File: src/rtl/core_pkg.sv
// ----------------------------------------------------------------------------
// core_pkg
// Shared definitions for the RV32 core phase sequencer. The phase codes are
// also consumed by the debug/trace logic, so their numeric values are fixed.
// ----------------------------------------------------------------------------
package core_pkg;

    localparam int PHASE_W = 3;

    // Raw phase codes shared with the debug/trace logic
    localparam logic [PHASE_W-1:0] PHASE_IDLE   = 3'd0;
    localparam logic [PHASE_W-1:0] PHASE_FETCH  = 3'd1;
    localparam logic [PHASE_W-1:0] PHASE_DECODE = 3'd2;
    localparam logic [PHASE_W-1:0] PHASE_EXEC   = 3'd3;
    localparam logic [PHASE_W-1:0] PHASE_MEM    = 3'd4;
    localparam logic [PHASE_W-1:0] PHASE_WB     = 3'd5;
    localparam logic [PHASE_W-1:0] PHASE_HALT   = 3'd6;

    // Code 7 is deliberately left out; the sequencer treats it as illegal.
    typedef enum logic [PHASE_W-1:0] {
        PH_IDLE   = PHASE_IDLE,
        PH_FETCH  = PHASE_FETCH,
        PH_DECODE = PHASE_DECODE,
        PH_EXEC   = PHASE_EXEC,
        PH_MEM    = PHASE_MEM,
        PH_WB     = PHASE_WB,
        PH_HALT   = PHASE_HALT
    } phase_e;

    function automatic int max3(input int a, input int b, input int c);
        int m;
        m = (a > b) ? a : b;
        return (m > c) ? m : c;
    endfunction

endpackage

File: src/rtl/core_phase_cnt.sv
// ----------------------------------------------------------------------------
// core_phase_cnt
// Loadable saturating up-counter with clear and terminal-compare outputs.
// Counts cycles spent in the current sequencer phase; it sticks at all-ones
// instead of wrapping so a long phase can never look like a fresh one.
//
// Ports:
//   clk, rst_n  clock, asynchronous active-low reset
//   clr         synchronous clear to 0 (highest priority)
//   load        synchronous load of load_val
//   load_val    value for load
//   inc         increment enable (saturating)
//   term_val    terminal value to compare against
//   count       current count
//   at_term     count == term_val
//   past_term   count >= term_val
// ----------------------------------------------------------------------------
module core_phase_cnt #(
    parameter int W = 4
) (
    input  logic         clk,
    input  logic         rst_n,
    input  logic         clr,
    input  logic         load,
    input  logic [W-1:0] load_val,
    input  logic         inc,
    input  logic [W-1:0] term_val,
    output logic [W-1:0] count,
    output logic         at_term,
    output logic         past_term
);

    localparam logic [W-1:0] CNT_MAX = '1;

    always_ff @(posedge clk or negedge rst_n) begin
        if (!rst_n) begin
            count <= '0;
        end else if (clr) begin
            count <= '0;
        end else if (load) begin
            count <= load_val;
        end else if (inc && (count != CNT_MAX)) begin
            count <= count + W'(1);
        end
    end

    assign at_term   = (count == term_val);
    assign past_term = (count >= term_val);

endmodule

File: src/rtl/core_phase_seq.sv
// ----------------------------------------------------------------------------
// core_phase_seq
// Multi-cycle phase sequencer for the RV32 core. Produces single-clock phase
// enables (fetch, register read, ALU start, RAM, write-back, PC update),
// honours variable-latency ALU completion and RAM wait states, and supports
// halt/resume at instruction boundaries.
//
// Optional feature macro: PERF_CNT_EN builds the retired / stall counters;
// without it both counter outputs are constant 0.
//
// Ports:
//   clk, rst_n         core clock, asynchronous active-low reset
//   alu_multi          instruction needs multi-cycle ALU (sampled in DECODE)
//   alu_complete       ALU result valid
//   mem_access         instruction is load/store (sampled in DECODE)
//   mem_ready          RAM access done
//   halt_req           stop at next instruction boundary
//   fetch_en           PC/ROM capture enable (last FETCH cycle)
//   reg_rd_en          register-file read strobe (DECODE)
//   alu_start          ALU start pulse (first EXEC cycle)
//   ram_en             RAM access enable (every MEM cycle)
//   reg_wr_en, pc_en   write-back and PC update strobes (WB)
//   phase              current phase code
//   halted             sequencer is in HALT
//   timeout_err        sticky ALU timeout flag
//   retired            retired instruction count
//   stall_cycles       ALU/MEM wait cycles
// ----------------------------------------------------------------------------
module core_phase_seq
    import core_pkg::*;
#(
    parameter int FETCH_CYCLES   = 1,
    parameter int MEM_MIN_CYCLES = 1,
    parameter int ALU_TIMEOUT    = 64,
    parameter int CNT_W          = 32
) (
    input  logic               clk,
    input  logic               rst_n,
    input  logic               alu_multi,
    input  logic               alu_complete,
    input  logic               mem_access,
    input  logic               mem_ready,
    input  logic               halt_req,
    output logic               fetch_en,
    output logic               reg_rd_en,
    output logic               alu_start,
    output logic               ram_en,
    output logic               reg_wr_en,
    output logic               pc_en,
    output logic [PHASE_W-1:0] phase,
    output logic               halted,
    output logic               timeout_err,
    output logic [CNT_W-1:0]   retired,
    output logic [CNT_W-1:0]   stall_cycles
);

    localparam int PC_W = $clog2(max3(FETCH_CYCLES, MEM_MIN_CYCLES, ALU_TIMEOUT) + 1);

    phase_e          ph_q;
    phase_e          ph_nxt;
    logic [PC_W-1:0] ph_cnt;
    logic [PC_W-1:0] term_val;
    logic            at_term;
    logic            past_term;
    logic            alu_multi_q;
    logic            mem_access_q;
    logic            alu_to;
    logic            fetch_last_nxt;

    // ph_cnt is the number of cycles already spent in the current phase, so
    // it reads 0 on the first cycle of every phase.
    core_phase_cnt #(
        .W (PC_W)
    ) u_phase_cnt (
        .clk       (clk),
        .rst_n     (rst_n),
        .clr       (ph_nxt != ph_q),
        .load      (1'b0),
        .load_val  ('0),
        .inc       (1'b1),
        .term_val  (term_val),
        .count     (ph_cnt),
        .at_term   (at_term),
        .past_term (past_term)
    );

    always_comb begin
        case (ph_q)
            PH_FETCH: term_val = PC_W'(FETCH_CYCLES - 1);
            PH_MEM:   term_val = PC_W'(MEM_MIN_CYCLES - 1);
            default:  term_val = PC_W'(ALU_TIMEOUT - 1);
        endcase
    end

    always_comb begin
        ph_nxt = ph_q;
        alu_to = 1'b0;
        case (ph_q)
            PH_IDLE:   ph_nxt = PH_FETCH;
            PH_FETCH:  if (at_term) ph_nxt = PH_DECODE;
            PH_DECODE: ph_nxt = PH_EXEC;
            PH_EXEC: begin
                // alu_complete wins over the timeout on the same cycle
                alu_to = alu_multi_q && !alu_complete && at_term;
                if (!alu_multi_q || alu_complete || at_term)
                    ph_nxt = mem_access_q ? PH_MEM : PH_WB;
            end
            PH_MEM:    if (mem_ready && past_term) ph_nxt = PH_WB;
            PH_WB:     ph_nxt = halt_req ? PH_HALT : PH_FETCH;
            PH_HALT:   if (!halt_req) ph_nxt = PH_FETCH;
            default:   ph_nxt = PH_IDLE;
        endcase
    end

    // fetch_en is registered, so predict whether the coming cycle is the last
    // FETCH cycle: either a fresh one-cycle FETCH, or one short of the end.
    always_comb begin
        fetch_last_nxt = 1'b0;
        if (ph_nxt == PH_FETCH) begin
            if (ph_q != PH_FETCH)
                fetch_last_nxt = (FETCH_CYCLES == 1);
            else
                fetch_last_nxt = (int'(ph_cnt) == FETCH_CYCLES - 2);
        end
    end

    // Phase register and strobes, all decoded from the next phase
    always_ff @(posedge clk or negedge rst_n) begin
        if (!rst_n) begin
            ph_q         <= PH_IDLE;
            fetch_en     <= 1'b0;
            reg_rd_en    <= 1'b0;
            alu_start    <= 1'b0;
            ram_en       <= 1'b0;
            reg_wr_en    <= 1'b0;
            pc_en        <= 1'b0;
            halted       <= 1'b0;
            timeout_err  <= 1'b0;
            alu_multi_q  <= 1'b0;
            mem_access_q <= 1'b0;
        end else begin
            ph_q      <= ph_nxt;
            fetch_en  <= fetch_last_nxt;
            reg_rd_en <= (ph_nxt == PH_DECODE);
            alu_start <= (ph_nxt == PH_EXEC) && (ph_q != PH_EXEC);
            ram_en    <= (ph_nxt == PH_MEM);
            reg_wr_en <= (ph_nxt == PH_WB);
            pc_en     <= (ph_nxt == PH_WB);
            halted    <= (ph_nxt == PH_HALT);
            if (alu_to)
                timeout_err <= 1'b1;
            if (ph_q == PH_DECODE) begin
                alu_multi_q  <= alu_multi;
                mem_access_q <= mem_access;
            end
        end
    end

    assign phase = ph_q;

`ifdef PERF_CNT_EN
    logic [CNT_W-1:0] retired_q;
    logic [CNT_W-1:0] stall_q;

    always_ff @(posedge clk or negedge rst_n) begin
        if (!rst_n) begin
            retired_q <= '0;
            stall_q   <= '0;
        end else begin
            if (ph_q == PH_WB)
                retired_q <= retired_q + CNT_W'(1);
            // Every EXEC/MEM cycle beyond the first is a wait cycle
            if (((ph_q == PH_EXEC) || (ph_q == PH_MEM)) && (ph_cnt != '0))
                stall_q <= stall_q + CNT_W'(1);
        end
    end

    assign retired      = retired_q;
    assign stall_cycles = stall_q;
`else
    assign retired      = '0;
    assign stall_cycles = '0;
`endif

endmodule

File: config.mk
export PLATFORM = sky130hd
export DESIGN_NAME = core_phase_seq
export DESIGN_NICKNAME = d
export VERILOG_FILES = /design/src/rtl/core_pkg.sv /design/src/rtl/core_phase_cnt.sv /design/src/rtl/core_phase_seq.sv
export SDC_FILE = /design/constraint.sdc
export NUM_CORES = 1
export LEC_CHECK = 0
export CAP_MARGIN = 15
export CORE_ASPECT_RATIO = 0.6
export CORE_MARGIN = 1
export CORE_UTILIZATION = 45
export DETAILED_ROUTE_END_ITERATION = 16
export HOLD_SLACK_MARGIN = 0.15
export PLACE_DENSITY = 0.95
export SYNTH_ARGS = -nofsm -noshare
export SYNTH_HDL_FRONTEND = slang
export SYNTH_HIERARCHICAL = 1
export SYNTH_SLANG_ARGS = --single-unit
File: constraint.sdc
create_clock -name clk -period 6.7 [get_ports clk]
set_clock_uncertainty 0.1 [all_clocks]
set_input_delay 1.34 -clock clk [delete_from_list [all_inputs] [get_ports clk]]
set_output_delay 1.34 -clock clk [all_outputs]
set_load 0.005 [all_outputs]
==> results.yml <==
run_status:
  status: "finished clean"
synth:
  synth_flop_cell: "dfrtp_1"
  synth_warnings: 6
  yosysSeqAreaShare: 0.272
  syn_avg_cell_area_sq_um: 8.88
  synth_common_cells: "67 x buf_4, 19 x dfrtp_1, 14 x inv_1"
  ys_seq_elements: 19
  synthesis.instances: 197
  yosys.area.top_type_share: 0.288
  synth_top_area_cell: "buf_4"
  synth_area_leaders: "buf_4 29%, dfrtp_1 27%, ha_1 5.7%, inv_1 3.0%, o21ai_0 2.3%"
  syn_area_sq_um: 1750
  synthArstFlopShare: 1.00
  synth-edff-count: 0
  ys_types: 50
  synth.most_common_cell: "buf_4"
power_and_ir_drop:
  p_leak_nw: 0.911
  power_uw: 635
  ir_worst_vdd_mv: 0.177
  p_per_area_nw_per_um2: 349
critical_path:
  cp-start-kind: "flip-flop"
  required_ns: 6.72
  reg2reg_from: "phase[2]"
  r2r_slack_ns: 2.81
  criticalPathCategory: "reg2reg"
  worst_setup_path_end_kind: "flip-flop"
  worstPathCellList: "nor2b_1 > o21ai_0 > inv_1 > ha_1 > nand4_1 > o31ai_1 > nand2_1 > mux2_2 > a21boi_0 > inv_1 > o21ai_0 > a311oi_1"
  crit_fanout: 17
  crit_family: "compound AO/OA/AOI/OAI gates"
  cp_num_buf_inv: 2
  crit_slowest_cell: "dfrtp_1"
  max_stage_delay_ns: 0.57
  rr_endpoint: "u_phase_cnt/count[3]"
  reg2reg_depth: 12
  arrival_ns: 3.92
route:
  postRouteAntennaNets: 0
  via_per_inst: 4.63
  num_vias: 1292
  first_pass_iters: 5
  wirelength_um: 3130
  wire_per_inst_um: 11.2
  drc: 0
  drt_iter0_drc: 133
flow_run:
  maxCapViolations: 0
clock_tree:
  cts_root_buf: "clkbuf_8"
  cts_sinks: 19
  post-cts-setup-buffer-count: 0
  cts_buffers: 3
  postCtsResizedCells: 0
  worst_skew_pair.late_latency_ns: 0.26
  htreeDepth: 1
  clk_pin_slew_worst_paths_ns: 0.07
  clock_path_buffers: 2
  cts_hold_buf: 0
  tritoncts: "done"
timing:
  fmax_ghz: 0.257
  fin_crit_sh: 0.581
  setup_violations: 0
  setup_ws_ns: 2.81
  final_max_slew_viol_count: 0
  hold_viol: 0
  slew_headroom: 0.419
  worstMarginPinSlew_ns: 0.869
  period_needed_ns: 3.89
  tns_ns: 0
  rsz0062_at_grt: "no"
grt:
  grt_antenna_before_repair: 0
  grt_pass1_wl_um: 5050
  grt_pass1_vias: 1098
  grt_usage: 0.163
  overflow: 0
  grt_max_degree: 20
floorplanning:
  coreArea_sq_um: 3700
  rows: 17
  die_y_um: 50.3
  die-area_sq_um: 4150
  pin_count: 82
  die_x_um: 82.5
  start_util: 0.473
layout:
  layout-drive-gt1-share: 0.0776
  n_antenna_cell: 0
  nNetsFinal: 248
  top_register: "u_phase_cnt/count"
  area_delta_synth_final_pct: 4.15
  fin_util: 0.492
  final_area_sq_um: 1820
  largest_reg_flops: 7
placement:
  placed_cell_area_sq_um: 1780
  gp_congestion: 0.863
  numPortBuffers: 17
  place_ws_ns: 2.93
  dp_hpwl_um: 2530
hold_path:
  hp-class: "reg2reg"
  worstHoldEndpoint: "timeout_err"
  hold_start: "timeout_err"
  whs_path_depth: 1
## where the power goes
| group | switching (mW) | total (mW) | internal (mW) | leakage [nW] |
|---|---|---|---|---|
| Clock | 0.0383 | 0.0806 | 0.0423 | 0.0228 |
| Combinational | 0.165 | 0.324 | 0.159 | 0.642 |
| Sequential | 0.0726 | 0.231 | 0.158 | 0.247 |
| Total | 0.276 | 0.635 | 0.359 | 0.911 |
## logic make-up (layout without fill, tap and decap cells)
family	Yosys count	in the layout	share of synthesized area
adder cells (fa/ha/maj)	8	8	0.0572
multiplexers	3	3	0.0193
XOR/XNOR	1	1	0.00501
buffers and inverters	83	35	0.323
other	2	85	0.00429
AO/OA/AOI/OAI	38	38	0.161
AND/OR/NAND/NOR	43	43	0.158
flip-flops	19	19	0.272
## layout by cell type, fill, tap and decap left out, types with 2 or more instances in the layout
cell type / instances
conb_1: 85
dfrtp_1: 19
clkdlybuf4s50_1: 17
inv_1: 14
nor2_1: 9
o21ai_0: 8
ha_1: 8
nand2_1: 4
a21oi_1: 4
nor2b_1: 4
nand4_1: 4
nor4b_1: 3
a31o_2: 3
mux2_2: 3
clkbuf_8: 3
a211oi_1: 3
nor3_1: 2
a221oi_1: 2
o211ai_1: 2
nand3_1: 2
nand2b_1: 2
a31oi_1: 2
## through the flow
stage | cells | hold slack, ns
2_1_floorplan | 280 | 0.366
3_3_place_gp | 275 | 0.360
5_1_grt | 279 | 0.389
6_report | 279 | 0.374
3_5_place_dp | 275 | 0.363
4_1_cts | 279 | 0.379
## how the worst max path moves through the flow
stage	start	to	depth (start not counted)
floorplan	phase[0]	u_phase_cnt/count[0]	13
global placement	phase[2]	u_phase_cnt/count[0]	12
detailed placement	phase[2]	u_phase_cnt/count[0]	12
CTS	phase[2]	u_phase_cnt/count[0]	12
global route	phase[2]	u_phase_cnt/count[3]	12
finish	phase[2]	u_phase_cnt/count[3]	12
## cell type report
type | instances | area [sq um]
multi-input combinational | 178 | 1020
clock buffer | 4 | 45.0
sequential | 19 | 475
fill | 345 | 1880
inverter | 14 | 52.6
tap | 47 | 58.8
timing repair buffer | 17 | 170
## worst register-to-register path, stage by stage, from the launching register on
cell and delay [ns]:
dfrtp_1 0.57, nor2b_1 0.24, o21ai_0 0.54, inv_1 0.12, ha_1 0.32, nand4_1 0.13
o31ai_1 0.33, nand2_1 0.11, mux2_2 0.28, a21boi_0 0.53, inv_1 0.25, o21ai_0 0.19
a311oi_1 0.06
## routing by layer
layer  wire (um)  part of all wire  vias up  track usage
met4          44             0.014        0       0.0632
met2        1490              0.48       56        0.244
li1            -                 -      616            -
met3         218             0.070        5       0.0473
met5           0                 0        -            0
met1        1380              0.44      615        0.219
No activity file was read; power rests on OpenSTA's default activity.
